## src/rtl/alu_arbiter_if.sv

```systemverilog
// Bus bundle between the two instruction sequencers, the arbiter and the shared ALU.
// The slave modport is the arbiter's view; the master modport is the view of everything around it.
interface alu_arbiter_if #(
   parameter int N = 32
) ();
   logic         a_req_valid;
   logic         a_req_ready;
   logic [N-1:0] a_inA;
   logic [N-1:0] a_inB;
   logic [3:0]   a_op;
   logic         a_rsp_valid;
   logic         a_rsp_ready;

   logic         b_req_valid;
   logic         b_req_ready;
   logic [N-1:0] b_inA;
   logic [N-1:0] b_inB;
   logic [3:0]   b_op;
   logic         b_rsp_valid;
   logic         b_rsp_ready;

   logic [N-1:0] rsp_out;
   logic         rsp_zero;
   logic         rsp_err;

   logic [N-1:0] alu_inA;
   logic [N-1:0] alu_inB;
   logic [3:0]   alu_op;
   logic [N-1:0] alu_out;
   logic         alu_zero;

   logic         busy;

   modport slave (
      input  a_req_valid, a_inA, a_inB, a_op, a_rsp_ready,
      output a_req_ready, a_rsp_valid,
      input  b_req_valid, b_inA, b_inB, b_op, b_rsp_ready,
      output b_req_ready, b_rsp_valid,
      output rsp_out, rsp_zero, rsp_err,
      output alu_inA, alu_inB, alu_op,
      input  alu_out, alu_zero,
      output busy
   );

   modport master (
      output a_req_valid, a_inA, a_inB, a_op, a_rsp_ready,
      input  a_req_ready, a_rsp_valid,
      output b_req_valid, b_inA, b_inB, b_op, b_rsp_ready,
      input  b_req_ready, b_rsp_valid,
      input  rsp_out, rsp_zero, rsp_err,
      input  alu_inA, alu_inB, alu_op,
      output alu_out, alu_zero,
      input  busy
   );
endinterface

```

## src/rtl/alu_arbiter.sv

```systemverilog
// Round-robin arbiter sharing one combinational ALU between requesters A and B.
// Accept (IDLE) -> drive ALU from latched operands (ISSUE) -> hold registered result (RESP).
module alu_arbiter #(
   parameter int N = 32
) (
   input  logic        clk,
   input  logic        reset,
   alu_arbiter_if.slave bus
);

   typedef enum logic [1:0] {
      IDLE  = 2'd0,
      ISSUE = 2'd1,
      RESP  = 2'd2
   } state_e;

   state_e       state_q;
   logic         ptr_q;        // 0: A has priority, 1: B has priority
   logic         gnt_q;        // 0: A owns the transaction, 1: B owns it
   logic [N-1:0] alu_ina_q;
   logic [N-1:0] alu_inb_q;
   logic [3:0]   alu_op_q;
   logic [N-1:0] rsp_out_q;
   logic         rsp_zero_q;
   logic         rsp_err_q;
   logic         a_rsp_valid_q;
   logic         b_rsp_valid_q;

   logic         grant_a_s;
   logic         grant_b_s;
   logic         rsp_hs_s;

   function automatic logic op_legal(input logic [3:0] op);
      case (op)
         4'h0, 4'h1, 4'h2, 4'h6, 4'h7, 4'hC, 4'hD: op_legal = 1'b1;
         default:                                 op_legal = 1'b0;
      endcase
   endfunction

   // Grant selection; only meaningful while idle, priority pointer breaks ties.
   always_comb begin
      grant_a_s = 1'b0;
      grant_b_s = 1'b0;
      if (state_q == IDLE) begin
         if (bus.a_req_valid && bus.b_req_valid) begin
            if (ptr_q == 1'b0) begin
               grant_a_s = 1'b1;
            end else begin
               grant_b_s = 1'b1;
            end
         end else if (bus.a_req_valid) begin
            grant_a_s = 1'b1;
         end else if (bus.b_req_valid) begin
            grant_b_s = 1'b1;
         end else begin
            grant_a_s = 1'b0;
            grant_b_s = 1'b0;
         end
      end else begin
         grant_a_s = 1'b0;
         grant_b_s = 1'b0;
      end
   end

   assign rsp_hs_s = (a_rsp_valid_q && bus.a_rsp_ready) ||
                     (b_rsp_valid_q && bus.b_rsp_ready);

   // Transaction FSM with all observable outputs held in registers.
   always_ff @(posedge clk) begin
      if (reset) begin
         state_q       <= IDLE;
         ptr_q         <= 1'b0;
         gnt_q         <= 1'b0;
         alu_ina_q     <= {N{1'b0}};
         alu_inb_q     <= {N{1'b0}};
         alu_op_q      <= 4'h0;
         rsp_out_q     <= {N{1'b0}};
         rsp_zero_q    <= 1'b0;
         rsp_err_q     <= 1'b0;
         a_rsp_valid_q <= 1'b0;
         b_rsp_valid_q <= 1'b0;
      end else begin
         case (state_q)
            IDLE: begin
               if (grant_b_s) begin
                  gnt_q     <= 1'b1;
                  alu_ina_q <= bus.b_inA;
                  alu_inb_q <= bus.b_inB;
                  alu_op_q  <= bus.b_op;
                  state_q   <= ISSUE;
               end else if (grant_a_s) begin
                  gnt_q     <= 1'b0;
                  alu_ina_q <= bus.a_inA;
                  alu_inb_q <= bus.a_inB;
                  alu_op_q  <= bus.a_op;
                  state_q   <= ISSUE;
               end else begin
                  state_q   <= IDLE;
               end
            end
            ISSUE: begin
               // An illegal opcode discards whatever the ALU produced.
               if (op_legal(alu_op_q)) begin
                  rsp_out_q  <= bus.alu_out;
                  rsp_zero_q <= bus.alu_zero;
                  rsp_err_q  <= 1'b0;
               end else begin
                  rsp_out_q  <= {N{1'b0}};
                  rsp_zero_q <= 1'b0;
                  rsp_err_q  <= 1'b1;
               end
               a_rsp_valid_q <= ~gnt_q;
               b_rsp_valid_q <= gnt_q;
               state_q       <= RESP;
            end
            RESP: begin
               if (rsp_hs_s) begin
                  a_rsp_valid_q <= 1'b0;
                  b_rsp_valid_q <= 1'b0;
                  ptr_q         <= ~gnt_q;
                  state_q       <= IDLE;
               end else begin
                  state_q       <= RESP;
               end
            end
            default: begin
               a_rsp_valid_q <= 1'b0;
               b_rsp_valid_q <= 1'b0;
               state_q       <= IDLE;
            end
         endcase
      end
   end

   assign bus.a_req_ready = grant_a_s;
   assign bus.b_req_ready = grant_b_s;
   assign bus.a_rsp_valid = a_rsp_valid_q;
   assign bus.b_rsp_valid = b_rsp_valid_q;
   assign bus.rsp_out     = rsp_out_q;
   assign bus.rsp_zero    = rsp_zero_q;
   assign bus.rsp_err     = rsp_err_q;
   assign bus.alu_inA     = alu_ina_q;
   assign bus.alu_inB     = alu_inb_q;
   assign bus.alu_op      = alu_op_q;
   assign bus.busy        = (state_q != IDLE);

endmodule

```

## src/flat_wrapper.sv

```systemverilog
// flat-port wrapper written by rule: the top's interface ports become plain ports
module alu_arbiter_flat 
#(
   parameter int N = 32
)
  (clk, reset, bus_a_req_valid, bus_a_inA, bus_a_inB, bus_a_op, bus_a_rsp_ready, bus_a_req_ready, bus_a_rsp_valid, bus_b_req_valid, bus_b_inA, bus_b_inB, bus_b_op, bus_b_rsp_ready, bus_b_req_ready, bus_b_rsp_valid, bus_rsp_out, bus_rsp_zero, bus_rsp_err, bus_alu_inA, bus_alu_inB, bus_alu_op, bus_alu_out, bus_alu_zero, bus_busy);
  alu_arbiter_if #(.N(N)) bus_i ();
  input  logic clk;
  input  logic reset;
  input wire logic [$bits(bus_i.a_req_valid)-1:0] bus_a_req_valid;
  input wire logic [$bits(bus_i.a_inA)-1:0] bus_a_inA;
  input wire logic [$bits(bus_i.a_inB)-1:0] bus_a_inB;
  input wire logic [$bits(bus_i.a_op)-1:0] bus_a_op;
  input wire logic [$bits(bus_i.a_rsp_ready)-1:0] bus_a_rsp_ready;
  output wire logic [$bits(bus_i.a_req_ready)-1:0] bus_a_req_ready;
  output wire logic [$bits(bus_i.a_rsp_valid)-1:0] bus_a_rsp_valid;
  input wire logic [$bits(bus_i.b_req_valid)-1:0] bus_b_req_valid;
  input wire logic [$bits(bus_i.b_inA)-1:0] bus_b_inA;
  input wire logic [$bits(bus_i.b_inB)-1:0] bus_b_inB;
  input wire logic [$bits(bus_i.b_op)-1:0] bus_b_op;
  input wire logic [$bits(bus_i.b_rsp_ready)-1:0] bus_b_rsp_ready;
  output wire logic [$bits(bus_i.b_req_ready)-1:0] bus_b_req_ready;
  output wire logic [$bits(bus_i.b_rsp_valid)-1:0] bus_b_rsp_valid;
  output wire logic [$bits(bus_i.rsp_out)-1:0] bus_rsp_out;
  output wire logic [$bits(bus_i.rsp_zero)-1:0] bus_rsp_zero;
  output wire logic [$bits(bus_i.rsp_err)-1:0] bus_rsp_err;
  output wire logic [$bits(bus_i.alu_inA)-1:0] bus_alu_inA;
  output wire logic [$bits(bus_i.alu_inB)-1:0] bus_alu_inB;
  output wire logic [$bits(bus_i.alu_op)-1:0] bus_alu_op;
  input wire logic [$bits(bus_i.alu_out)-1:0] bus_alu_out;
  input wire logic [$bits(bus_i.alu_zero)-1:0] bus_alu_zero;
  output wire logic [$bits(bus_i.busy)-1:0] bus_busy;
  assign bus_i.a_req_valid = bus_a_req_valid;
  assign bus_i.a_inA = bus_a_inA;
  assign bus_i.a_inB = bus_a_inB;
  assign bus_i.a_op = bus_a_op;
  assign bus_i.a_rsp_ready = bus_a_rsp_ready;
  assign bus_a_req_ready = bus_i.a_req_ready;
  assign bus_a_rsp_valid = bus_i.a_rsp_valid;
  assign bus_i.b_req_valid = bus_b_req_valid;
  assign bus_i.b_inA = bus_b_inA;
  assign bus_i.b_inB = bus_b_inB;
  assign bus_i.b_op = bus_b_op;
  assign bus_i.b_rsp_ready = bus_b_rsp_ready;
  assign bus_b_req_ready = bus_i.b_req_ready;
  assign bus_b_rsp_valid = bus_i.b_rsp_valid;
  assign bus_rsp_out = bus_i.rsp_out;
  assign bus_rsp_zero = bus_i.rsp_zero;
  assign bus_rsp_err = bus_i.rsp_err;
  assign bus_alu_inA = bus_i.alu_inA;
  assign bus_alu_inB = bus_i.alu_inB;
  assign bus_alu_op = bus_i.alu_op;
  assign bus_i.alu_out = bus_alu_out;
  assign bus_i.alu_zero = bus_alu_zero;
  assign bus_busy = bus_i.busy;
  alu_arbiter #(.N(N)) u_core (.clk(clk), .reset(reset), .bus(bus_i));
endmodule
```

## config.mk

```make
export PLATFORM = sky130hd
export DESIGN_NAME = alu_arbiter_flat
export DESIGN_NICKNAME = d
export VERILOG_FILES = /design/src/rtl/alu_arbiter_if.sv /design/src/rtl/alu_arbiter.sv /design/src/flat_wrapper.sv
export SDC_FILE = /design/constraint.sdc
export NUM_CORES = 1
export LEC_CHECK = 0
export CORE_MARGIN = 1.5
export CORE_UTILIZATION = 33
export DETAILED_ROUTE_END_ITERATION = 8
export PLACE_DENSITY = 0.83
export SYNTH_ARGS = -nofsm -noshare
export SYNTH_HDL_FRONTEND = slang
export SYNTH_SLANG_ARGS = --single-unit
```

## constraint.sdc

```tcl
create_clock -name clk -period 1.8 [get_ports clk]
set_input_delay 0.45 -clock clk [delete_from_list [all_inputs] [get_ports clk]]
set_output_delay 0.45 -clock clk [all_outputs]
set_load 0.05 [all_outputs]
```

==> reports/summary.txt <==
==================================================================================================
Outcome .............................................................................    completed
End of the worst register-to-register path .......................................... u_core.bus.alu_inB[4]
Per-cell via count in the routed design .............................................         4.94
Total power density per cell area ................................................... 1000 mW/mm^2
Share of cells above drive strength 1 ...............................................        20.1%
Final routed wire length divided by cell count ...................................... 15.0 microns
Initial detailed-routing violation count ............................................          233
Transition at the pin with the smallest max-transition slack ........................     0.270 ns
WHS Endpoint ........................................................................ u_core.state_q[0]
Layout-stage area growth over the synthesis result ..................................        71.3%
Clock transition time at the flip-flop clock pins of the worst setup and hold paths .      0.07 ns
# DRC ...............................................................................            0
Net count of the finished layout ....................................................          977
GRT Residual Overflow ...............................................................            0
Combinational Power Share ...........................................................        38.2%
Number of cells on the worst hold path ..............................................            2
Required time of the critical path ..................................................      1.35 ns
Die outline width ...................................................................  120 microns
Part of the Yosys area used for sequential elements .................................        48.0%
WP data arrival .....................................................................      1.29 ns
Number of pins with negative max-slew slack in the final report .....................            0
Yosys top cell by area .............................................................. sky130_fd_sc_hd__dfxtp_1
Setup-violating endpoint count in the final report ..................................            0
Via count of the first global-routing pass ..........................................         4728
Count of input and output buffers ...................................................          281
Count of unique library cells instantiated by Yosys .................................           26
Total clock buffers created by CTS ..................................................            9
Share of power burned in the clock network ..........................................        25.3%
Initial core utilization ............................................................        33.9%
GRT Overall Usage ...................................................................        20.6%
Flip-flop and latch count after synthesis ...........................................          108
Internal power ......................................................................      4.84 mW
TritonCTS clock tree ................................................................         done
DR vias .............................................................................         4853
Period Utilization, post-route ......................................................        96.8%
Cell Area, Placed ................................................................... 0.00738 sq mm
CP peak stage delay .................................................................      0.37 ns
Placed Instances ....................................................................          965
PnR worst setup slack ...............................................................    0.0569 ns
Worst hold slack across all endpoints ...............................................     0.450 ns
Sort of element at the end of the critical path .....................................  output port
Gate count of the mapped netlist ....................................................          529
Static leakage power ................................................................      3.27 nW
Site Rows ...........................................................................           42
Cts hold-fix bufs ...................................................................            0
Sw Pwr ..............................................................................      2.91 mW
Fill cells ..........................................................................         1186
Core area ........................................................................... 0.0133 sq mm
Power consumption ...................................................................      7.75 mW
Class of the most critical hold timing path ......................................... input pin to register
Fin Clk Skew ........................................................................   0.00755 ns
Source-to-sink clock delay at the later pin of the worst-skew pair ..................      0.35 ns
Clock tree root buffer cell ......................................................... sky130_fd_sc_hd__clkbuf_16
Fin cells ...........................................................................          983
Critical path startpoint category ...................................................     register
List of most frequent post-synthesis cells .......................................... 108 x sky130_fd_sc_hd__dfxtp_1, 75 x sky130_fd_sc_hd__nor2_1, 73 x sky130_fd_sc_hd__a21oi_1
Maximum vdd drop ....................................................................     0.461 mV
Maximum level of the CTS H-tree .....................................................            3
Setup slack at placement ............................................................    -0.203 ns
Sw Share ............................................................................        37.6%
Top area cells in the synthesized netlist ........................................... sky130_fd_sc_hd__dfxtp_1 48%, sky130_fd_sc_hd__a211oi_1 11%, sky130_fd_sc_hd__a21oi_1 8.1%
Final design utilization ............................................................        58.0%
Ant. Diodes .........................................................................            0
Largest net degree at the start of global routing ...................................           44
Endpoints failing hold ..............................................................            0
Final period demand of the worst path ...............................................      1.74 ns
Largest buffer count on any clock path ..............................................            2
Number of enable-type register cells in the synthesized netlist .....................            0
Cell count of the worst reg-to-reg path .............................................            7
Warning count from the yosys run ....................................................            0
Most used flip-flop cell after synthesis ............................................ sky130_fd_sc_hd__dfxtp_1
Count of pins on the block boundary .................................................          282
Sequential share of power ...........................................................        36.5%
Cells along the critical path ....................................................... nor2_4, nand3_2, inv_6, buf_12
Total die area ...................................................................... 0.0144 sq mm
F_max ...............................................................................      574 MHz
Worst-path maximum fanout ...........................................................            5
Headroom to the max-slew limit ......................................................        81.8%
Fin area ............................................................................ 0.00771 sq mm
Ys async rst share ..................................................................           0%
Portion of synthesized cell area occupied by the leading cell type ..................        48.0%
Worst flop-to-flop path startpoint .................................................. u_core.state_q[0]
Most used standard cell by instance count after synthesis ........................... sky130_fd_sc_hd__dfxtp_1
Kind of critical path ............................................................... register to output port
Initial antenna violation count .....................................................            1
Remaining antenna violation count ...................................................            0
Mean Syn Cell Area ..................................................................   8.51 sq um
Half-perimeter wire length after detailed placement ................................. 10900 microns
TNS Setup ...........................................................................         0 ns
Multi-input gate area in the final layout ........................................... 0.00209 sq mm
Chip height .........................................................................  120 microns
Routed WL ........................................................................... 14800 microns
CTS Sinks ...........................................................................          108
Critical-path top delay cell ........................................................ sky130_fd_sc_hd__dfxtp_1
Maxcap violations ...................................................................            0
Register-to-Register Setup Slack ....................................................      0.16 ns
GP Congestion .......................................................................        0.764
Hold wc startpoint ..................................................................        reset
Drt first pass iters ................................................................            4
Area taken by flip-flops and latches ................................................ 0.00216 sq mm
Mapped Nets .........................................................................          704
Netlist Area Pre-Place .............................................................. 0.00450 sq mm
Wire length of the first global-routing pass ........................................ 23700 microns
==================================================================================================
worst max-delay path by stage:
| stage | from | to |
|---|---|---|
| after global placement | bus_a_req_valid | u_core.bus.alu_inA[28] |
| after global routing | u_core.state_q[0] | bus_b_req_ready |
| after detailed placement | bus_b_req_valid | u_core.bus.alu_inB[4] |
| after CTS | u_core.state_q[0] | bus_b_req_ready |
| after floorplan | u_core.bus.alu_op[2] | u_core.bus.rsp_out[1] |
| final | u_core.state_q[0] | bus_b_req_ready |
cells by family after synthesis:
logic type             count (synthesis)  synth area share [%]
AND/OR/NAND/NOR                      188                  17.5
flip-flops                           108                  48.0
multiplexers                          33                  7.34
AO/OA/AOI/OAI                        150                  21.1
buffers and inverters                 50                  6.06
flip-flops by register name (all words and copies together), names as in the netlist, 2 cells and up:
signal,flops
u_core.bus.alu_op,4
u_core.bus.rsp_out,32
u_core.bus.alu_inB,32
u_core.bus.alu_inA,32
u_core.state_q,2
critical path, delay by kind of cell (launching register included):
| family | cells | cell delay [ns] |
|---|---|---|
| buf+inv | 2 | 0.22 |
| flops | 1 | 0.37 |
| simple gates | 2 | 0.35 |
metal layers:
metal	GRT usage, %	up-vias	wire [microns]
met5	0	-	9
met4	6.18	2	287
met3	7.56	24	1310
met2	35.5	200	7250
met1	24.0	2228	5930
li1	-	2399	-
cells in the final DEF (no fill, tap or decap), types with 2 or more instances in the layout:
cell                              count
sky130_fd_sc_hd__a211oi_1            67
sky130_fd_sc_hd__a21oi_1             72
sky130_fd_sc_hd__a22oi_1              2
sky130_fd_sc_hd__buf_12              14
sky130_fd_sc_hd__buf_4              121
sky130_fd_sc_hd__clkbuf_16            9
sky130_fd_sc_hd__clkdlybuf4s50_1    171
sky130_fd_sc_hd__dfxtp_1            108
sky130_fd_sc_hd__dlygate4sd2_1        2
sky130_fd_sc_hd__inv_6                4
sky130_fd_sc_hd__mux2i_1             33
sky130_fd_sc_hd__nand2_1             69
sky130_fd_sc_hd__nand2b_1             3
sky130_fd_sc_hd__nor2_1              75
sky130_fd_sc_hd__nor2_4               2
sky130_fd_sc_hd__nor2b_1              2
sky130_fd_sc_hd__nor3_1              33
sky130_fd_sc_hd__o21ai_0              3
cell type report:
class                   count  share of cell area, %
flip-flops and latches    108                   28.0
multi-input cells         371                   27.1
inverters                   3                  0.211
well taps                 176                   2.86
clock buffers              10                   3.10
repair buffers            309                   38.0
clock inverters             6                  0.698
what timing repair did:
item,4_1_cts,5_1_grt
gates resized for setup,6,0
setup buffers,1,1
endpoints found under the setup margin,2,1
pin swaps,0,1
power by group through the flow:
stage | Combinational (mW) | Clock, mW | Sequential, mW
6_report | 2.96 | 1.96 | 2.83
5_1_grt | 3.14 | 2.14 | 2.86
4_1_cts | 2.97 | 2.02 | 2.83
3_5_place_dp | 2.96 | 0 | 2.88
3_3_place_gp | 2.93 | 0 | 2.87
2_1_floorplan | 0.879 | 0 | 3.79
Note: power is estimated with default switching activity, not from simulation.
